## src/rtl/edge_event_arbiter_pkg.sv

```systemverilog
// Shared types for the edge event arbiter.
// Arbiter FSM states, edge-type bit positions, event bundle.
package edge_arb_pkg;

  typedef enum logic {
    IDLE,
    PRESENT
  } arb_state_e;

  localparam int RISE_BIT = 0;
  localparam int FALL_BIT = 1;
  localparam int MAX_CH_W = 4;

  typedef struct packed {
    logic [MAX_CH_W-1:0] ch;
    logic                rise;
    logic                fall;
  } evt_t;

endpackage

```

## src/rtl/edge_event_arbiter_rr_arbiter.sv

```systemverilog
// Combinational round-robin arbiter.
// Searches req starting at ptr, wrapping N-1 -> 0.
module rr_arbiter #(
  parameter  int N = 4,
  localparam int W = $clog2(N)
) (
  input  logic [N-1:0] req,
  input  logic [W-1:0] ptr,
  output logic [W-1:0] grant,
  output logic         any_req
);

  logic         w_found;
  int           w_idx;
  logic [W-1:0] w_sel;

  always_comb begin
    grant   = '0;
    any_req = |req;
    w_found = 1'b0;
    w_idx   = 0;
    w_sel   = '0;
    for (int i = 0; i < N; i++) begin
      w_idx = (int'(ptr) + i) % N;
      w_sel = W'(w_idx);
      if (!w_found && req[w_sel]) begin
        w_found = 1'b1;
        grant   = w_sel;
      end
    end
  end

endmodule

```

## src/rtl/edge_event_arbiter.sv

```systemverilog
// Multi-channel edge detector with round-robin event port.
// EDGE_ARB_TIMESTAMP_EN adds a per-event timestamp (evt_ts_o).
module edge_event_arbiter
  import edge_arb_pkg::*;
#(
  parameter  int NUM_CH = 4,
`ifdef EDGE_ARB_TIMESTAMP_EN
  parameter  int TS_W   = 16,
`endif
  localparam int CH_W   = $clog2(NUM_CH)
) (
  input  logic                clk,
  input  logic                reset,
  input  logic [NUM_CH-1:0]   a_i,
  input  logic [2*NUM_CH-1:0] edge_type_i,
  output logic                evt_valid_o,
  input  logic                evt_ready_i,
  output logic [CH_W-1:0]     evt_ch_o,
  output logic                evt_rise_o,
  output logic                evt_fall_o,
`ifdef EDGE_ARB_TIMESTAMP_EN
  output logic [TS_W-1:0]     evt_ts_o,
`endif
  input  logic                ovf_clr_i,
  output logic [NUM_CH-1:0]   ovf_o
);

  logic [NUM_CH-1:0] r_a_q;
  logic [NUM_CH-1:0] r_rise_pend;
  logic [NUM_CH-1:0] r_fall_pend;
  logic [NUM_CH-1:0] r_ovf;
  logic              r_init;
  logic [CH_W-1:0]   r_rr_ptr;
  evt_t              r_evt;
  arb_state_e        r_state;
  arb_state_e        w_state_d;

  logic [NUM_CH-1:0] w_rise_en;
  logic [NUM_CH-1:0] w_fall_en;
  logic [NUM_CH-1:0] w_rise;
  logic [NUM_CH-1:0] w_fall;
  logic [NUM_CH-1:0] w_pend;
  logic [NUM_CH-1:0] w_gmask;
  logic [NUM_CH-1:0] w_ovf;
  logic [CH_W-1:0]   w_grant;
  logic [CH_W-1:0]   w_ptr_nxt;
  logic              w_any;
  logic              w_load;

  always_comb begin
    w_rise_en = '0;
    w_fall_en = '0;
    for (int k = 0; k < NUM_CH; k++) begin
      w_rise_en[k] = edge_type_i[2*k+RISE_BIT];
      w_fall_en[k] = edge_type_i[2*k+FALL_BIT];
    end
  end

  // No edges on the first clock after reset: a_q is not yet valid.
  assign w_rise = a_i & ~r_a_q & w_rise_en
                & {NUM_CH{~r_init}};
  assign w_fall = ~a_i & r_a_q & w_fall_en
                & {NUM_CH{~r_init}};
  assign w_pend = r_rise_pend | r_fall_pend;

  rr_arbiter #(
    .N (NUM_CH)
  ) u_rr (
    .req     (w_pend),
    .ptr     (r_rr_ptr),
    .grant   (w_grant),
    .any_req (w_any)
  );

  assign w_gmask = w_load
                 ? (NUM_CH'(1) << w_grant)
                 : '0;
  assign w_ovf = ((w_rise & r_rise_pend)
               | (w_fall & r_fall_pend))
               & ~w_gmask;
  assign w_ptr_nxt =
    (w_grant == CH_W'(NUM_CH-1))
    ? '0 : w_grant + 1'b1;

  always_comb begin
    w_state_d = r_state;
    w_load    = 1'b0;
    unique case (r_state)
      IDLE: begin
        if (w_any) begin
          w_load    = 1'b1;
          w_state_d = PRESENT;
        end
      end
      PRESENT: begin
        if (evt_ready_i) begin
          w_load    = w_any;
          w_state_d = w_any ? PRESENT : IDLE;
        end
      end
    endcase
  end

  always_ff @(posedge clk or negedge reset) begin
    if (!reset) r_state <= IDLE;
    else        r_state <= w_state_d;
  end

  // New edges OR in after the grant clear, so set wins.
  always_ff @(posedge clk or negedge reset) begin
    if (!reset) begin
      r_init      <= 1'b1;
      r_a_q       <= '0;
      r_rise_pend <= '0;
      r_fall_pend <= '0;
      r_ovf       <= '0;
      r_rr_ptr    <= '0;
      r_evt       <= '0;
    end else begin
      r_init      <= 1'b0;
      r_a_q       <= a_i;
      r_rise_pend <= (r_rise_pend & ~w_gmask) | w_rise;
      r_fall_pend <= (r_fall_pend & ~w_gmask) | w_fall;
      r_ovf       <= (ovf_clr_i ? '0 : r_ovf) | w_ovf;
      if (w_load) begin
        r_evt.ch   <= MAX_CH_W'(w_grant);
        r_evt.rise <= r_rise_pend[w_grant];
        r_evt.fall <= r_fall_pend[w_grant];
        r_rr_ptr   <= w_ptr_nxt;
      end
    end
  end

  assign evt_valid_o = (r_state == PRESENT);
  assign evt_ch_o    = CH_W'(r_evt.ch);
  assign evt_rise_o  = r_evt.rise;
  assign evt_fall_o  = r_evt.fall;
  assign ovf_o       = r_ovf;

`ifdef EDGE_ARB_TIMESTAMP_EN
  logic [TS_W-1:0]   r_ts_cnt;
  logic [TS_W-1:0]   r_evt_ts;
  logic [TS_W-1:0]   r_ts_q [NUM_CH];
  logic [NUM_CH-1:0] w_ts_cap;

  // Stamp only on the not-pending -> pending transition.
  assign w_ts_cap = (w_rise | w_fall)
                  & ~(w_pend & ~w_gmask);

  always_ff @(posedge clk or negedge reset) begin
    if (!reset) begin
      r_ts_cnt <= '0;
      r_evt_ts <= '0;
      for (int k = 0; k < NUM_CH; k++)
        r_ts_q[k] <= '0;
    end else begin
      r_ts_cnt <= r_ts_cnt + 1'b1;
      for (int k = 0; k < NUM_CH; k++)
        if (w_ts_cap[k]) r_ts_q[k] <= r_ts_cnt;
      if (w_load) r_evt_ts <= r_ts_q[w_grant];
    end
  end

  assign evt_ts_o = r_evt_ts;
`endif

endmodule

```

## config.mk

```make
export PLATFORM = sky130hd
export DESIGN_NAME = edge_event_arbiter
export DESIGN_NICKNAME = d
export VERILOG_FILES = /design/src/rtl/edge_event_arbiter_pkg.sv /design/src/rtl/edge_event_arbiter_rr_arbiter.sv /design/src/rtl/edge_event_arbiter.sv
export SDC_FILE = /design/constraint.sdc
export NUM_CORES = 1
export LEC_CHECK = 0
export CAP_MARGIN = 20
export CORE_ASPECT_RATIO = 1.25
export CORE_MARGIN = 2
export CORE_UTILIZATION = 35
export CTS_CLUSTER_DIAMETER = 150
export DETAILED_ROUTE_END_ITERATION = 10
export DONT_BUFFER_PORTS = 1
export HOLD_SLACK_MARGIN = 0.12
export PLACE_DENSITY = 0.59
export SYNTH_ARGS = -nofsm -noshare
export SYNTH_HDL_FRONTEND = slang
export SYNTH_SLANG_ARGS = --single-unit
```

## constraint.sdc

```tcl
create_clock -name clk -period 4 [get_ports clk]
set_input_delay 1 -clock clk [delete_from_list [all_inputs] [get_ports clk]]
set_output_delay 1 -clock clk [all_outputs]
set_load 0.05 [all_outputs]
```

# ---- Word-level counts from Yosys, hierarchy flattened
# Cells that the tools add are included.
dict set report totals {
  ff_bits 24
  in_bits 16
  output_inout_bits 9
  word_cells 76
}
dict set report classes {
  add_sub_neg 4
  order_cmp 5
  eq_ne 1
  shifts 1
  muxes 27
  bitwise_logic 21
  n_reduce_logical 7
}
# op count
set op_table {}
lappend op_table {{AND 4 bit} 11}
lappend op_table {{OR 4 bit} 5}
lappend op_table {{less-than comparator 2 x 3 -> 1 bit (second input constant)} 5}
lappend op_table {{binary-select mux 1 bit (select 2 bit)} 6}
lappend op_table {{two-way mux 1 bit} 12}
lappend op_table {{NOT 4 bit} 3}
lappend op_table {{two-way mux 2 bit} 5}
lappend op_table {{two-way mux 4 bit} 2}
lappend op_table {{adder 2 x 1 -> 2 bit (second input constant)} 2}
lappend op_table {{adder 2 bit (second input constant)} 2}
lappend op_table {{one-hot mux 1 bit (2 select lines)} 2}
lappend op_table {{OR reduction 4 bit} 1}
lappend op_table {{left shift 1 x 2 -> 4 bit (first input constant)} 1}
lappend op_table {{logical AND 1 bit} 3}
lappend op_table {{logical NOT 1 bit} 3}
lappend op_table {{== test 2 bit (second input constant)} 1}
lappend op_table {{NOT 1 bit} 2}

# ---- Longest topological paths before layout
dict set report depth {
  ltp_word 18
  depth_mapped 8
  mapped_depth_nobuf 8
}

# ---- Hierarchy
# From an unflattened synthesis, not the netlist that was laid out.
dict set report hier_totals {
  cells_unflattened 91
  area_unflattened_um2 1137.3
}
# module instances cells_per_inst area_each_um2 seq_area_each_um2
set modules_own_cells {}
lappend modules_own_cells {edge_event_arbiter 1 76 1059.8 601.8}
lappend modules_own_cells {rr_arbiter 1 15 77.6 0.0}

# ---- Worst setup path after synthesis
# No wires, ideal clock.
dict set report synth_path {
  path_kind {in2reg}
  start {in evt_ready_i}
  end {reg r_fall_pend[3]}
  setup_ps 121
  arrival_ps 1672
  required_ps 3879
  slack_ps 2207
  path_stages 4
  n_path_buf 0
  cell_sequence {nor2b_1 -> a41oi_2 -> nand2_1 -> a22o_1}
}
dict set report synth_between {
  elab_chain_cells 6
}
# item line
set synth_rtl {}
lappend synth_rtl {{start, declared} edge_event_arbiter.sv:17} ;# input logic evt_ready_i,
lappend synth_rtl {{two-way mux 1 bit} edge_event_arbiter.sv:96} ;# if (evt_ready_i) begin
lappend synth_rtl {{one-hot mux 1 bit (2 select lines)} edge_event_arbiter.sv:88} ;# unique case (r_state)
lappend synth_rtl {{two-way mux 4 bit} edge_event_arbiter.sv:76} ;# ? (NUM_CH'(1) << w_grant)
lappend synth_rtl {{NOT 4 bit} edge_event_arbiter.sv:123} ;# r_fall_pend <= (r_fall_pend & ~w_gmask) | w_fall;
lappend synth_rtl {{AND 4 bit} edge_event_arbiter.sv:123}
lappend synth_rtl {{OR 4 bit} edge_event_arbiter.sv:123}
lappend synth_rtl {{end signal, assigned} edge_event_arbiter.sv:123}
lappend synth_rtl {{end, declared} edge_event_arbiter.sv:30} ;# logic [NUM_CH-1:0] r_fall_pend;
# Every way passes these cells.
# A chain may end at the register's enable or synchronous reset.

# ---- Worst setup path after layout
dict set report layout_path {
  start {reg r_ovf[2], in the netlist ovf_o[2]}
  end {out ovf_o[2]}
}
# item line
set layout_rtl {}
lappend layout_rtl {{start, declared} edge_event_arbiter.sv:31} ;# logic [NUM_CH-1:0] r_ovf;
lappend layout_rtl {{start signal, assigned} edge_event_arbiter.sv:124} ;# r_ovf <= (ovf_clr_i ? '0 : r_ovf) | w_ovf;
lappend layout_rtl {{end, declared} edge_event_arbiter.sv:25} ;# output logic [NUM_CH-1:0] ovf_o
# No word-level cell between the ends.

==> flow_metrics.env <==
export IMPL_die_area_mm2=0.00378
export IMPL_status="finished, final reports clean"
export IMPL_setup_viol=0
export IMPL_yosysSeqAreaShare_pct=52.1
export IMPL_gr_usage_all_layers_pct=14.2
export IMPL_final_cell_mix="dfrtp_1 (23), nand2_1 (15), a22o_1 (7), a21o_1 (7), nor2_1 (6)"
export IMPL_dp_slack_ns=2.11
export IMPL_place_area_mm2=0.00120
export IMPL_area_growth_pct=10.2
export IMPL_die_w_um=55.4
export IMPL_postLayoutCoreUtil_pct=39.8
export IMPL_cap_violations=0
export IMPL_numClockSinks=24
export IMPL_drt_initial_drc_count=17
export IMPL_num_rows=23
export IMPL_period_share_pct=48.1
export IMPL_nets=130
export IMPL_cts_buffer_depth=2
export IMPL_tritoncts="built"
export IMPL_dpl_hpwl_um=1810
export IMPL_cts_resized=0
export IMPL_slew_violations=0
export IMPL_crit_required_ns=3.00
export IMPL_drtPass1Iterations=4
export IMPL_syn_num_nets=125
export IMPL_power_w=0.00116
export IMPL_leakage_nw=0.582
export IMPL_fp_dieH_um=68.2
export IMPL_grt_pass1_vias=918
export IMPL_r2r_setup_slack_ns=2.14
export IMPL_vias=877
export IMPL_syn_inst=108
export IMPL_synthDistinctLibCells=34
export IMPL_core_area_mm2=0.00319
export IMPL_final_common_cell="dfrtp_1"
export IMPL_wl_per_cell_um=15.5
export IMPL_critPathArrivalTime_ns=0.93
export IMPL_grt_overflow_total=0
export IMPL_syn_area_mm2=0.00115
export IMPL_synth_avg_cell_area_um2=10.7
export IMPL_setup_ws_ns=2.07
export IMPL_yosys_warnings=0
export IMPL_grt_start_max_net_pins=25
export IMPL_initial_core_util_pct=36.2
export IMPL_clock_root_buffer="clkbuf_8"
export IMPL_post_cts_setup_buffers=0
export IMPL_io_pins=25
export IMPL_hold_class="in2async"
export IMPL_rsz0062_at_grt="no"
export IMPL_port_buffers=0
export IMPL_start_kind="flip-flop"
export IMPL_final_area_mm2=0.00127
export IMPL_wl_um=2310
export IMPL_crit_type="reg2out"
export IMPL_drc=0
export IMPL_end_kind="output port"
export IMPL_r2r_end="r_fall_pend[3]"
export IMPL_drive_above_1_share_pct=14.3
export IMPL_grt_pass1_wl_um=4150
export IMPL_tns_ns=0
export IMPL_clock_insertion_delay_worst_skew_ns=0.26
export IMPL_numCtsBuffers=3
export IMPL_synth_seq_cells=24
export IMPL_reg2reg_from="r_fall_pend[0]"
export IMPL_hold_buffers=0
export IMPL_fin_skew_ns=0.00574
export IMPL_path_max_fanout=2
export IMPL_final_min_clock_period_ns=1.93
export IMPL_power_density_mw_per_mm2=914
export IMPL_path_clk_slew_ns=0.09
export IMPL_avgViaCountPerCell=5.89
export IMPL_num_antenna_cells=0
export IMPL_r2r_cells=7
export IMPL_gp_congestion=0.816
export IMPL_drtAntennaViolNets=0
export IMPL_h_tree_depth=1
export IMPL_max_freq_mhz=519
export IMPL_grt_antenna_before_repair=0
export IMPL_irDropWorstVdd_v=0.000526
export IMPL_hold_viol_final=0
-- logic make-up (layout without fill, tap and decap cells) --
kind of cell	after synthesis	count (layout)	share of synthesized area, %
and+or+nand+nor	48	48	23.4
AOI/OAI and AO/OA	31	31	22.1
adders and majority gates	1	1	1.08
buffers and inverters	3	7	0.975
other	1	1	0.325
DFF	24	24	52.1
-- power breakdown --
group	internal, W	leakage [nW]	switching, W
registers	0.000322	0.293	0.000202
logic	0.000188	0.253	0.000241
clock network	0.000134	0.0357	0.0000763
-- cells in the mapped netlist --
cell type	number	area, um2
dfrtp_1	23	576
nand2_1	15	56.3
a21o_1	7	52.6
a22o_1	7	61.3
nor2_1	6	22.5
nand3_1	5	25.0
nor4bb_1	5	50.1
a221oi_1	4	35.0
a21oi_1	3	15.0
nor3_1	3	15.0
inv_2	2	7.51
nand2b_1	2	12.5
nand4_1	2	12.5
nor3_2	2	20.0
o31ai_1	2	15.0
or3_1	2	12.5
a211o_2	1	10.0
a211oi_2	1	12.5
a31o_2	1	8.76
a41oi_2	1	16.3
and2_1	1	6.26
conb_1	1	3.75
dfstp_2	1	26.3
ha_1	1	12.5
inv_1	1	3.75
nand3b_1	1	7.51
nor2_4	1	11.3
nor2b_1	1	6.26
o21a_1	1	7.51
o21ai_0	1	5.00
o21ai_2	1	8.76
o21bai_1	1	7.51
or2_1	1	6.26
or2_2	1	6.26
-- worst max-delay path by stage --
stage | from | to | depth (start not counted)
after floorplan | evt_ready_i | r_fall_pend[3] | 4
after global placement | evt_ready_i | r_fall_pend[3] | 4
after detailed placement | evt_ready_i | r_fall_pend[3] | 4
after CTS | ovf_o[2] | ovf_o[2] | 0
after global routing | r_fall_pend[0] | r_fall_pend[3] | 7
final | ovf_o[2] | ovf_o[2] | 0
-- cell type report --
cell class                 count  area [um2]
inverter                       3        11.3
fill                         310        1920
tap                           37        46.3
multi-input combinational     81         542
sequential                    24         602
clock buffer                   3        41.3
clock inverter                 1        30.0
-- state kept, by name, summed over array words and instances, names as in the netlist --
| signal | cells |
|---|---|
| ovf_o | 4 |
| r_a_q | 4 |
| r_fall_pend | 4 |
| r_rise_pend | 4 |
| evt_ch_o | 2 |
| r_rr_ptr | 2 |
| evt_fall_o | 1 |
| evt_rise_o | 1 |
| evt_valid_o | 1 |
| r_init | 1 |
-- stage by stage --
stage,instances,hold slack (ns)
3_3_place_gp,145,0.542
5_1_grt,149,0.400
3_5_place_dp,145,0.546
6_report,149,0.417
4_1_cts,149,0.408
2_1_floorplan,108,0.510
-- routing by layer --
layer	track usage, %	wire (um)	share of wire (%)
met1	16.8	1030	44
met2	24.9	1100	48
met3	2.46	118	5.1
met4	7.62	59	2.6
met5	0	0	0
Power figures use the tool's default switching activity.
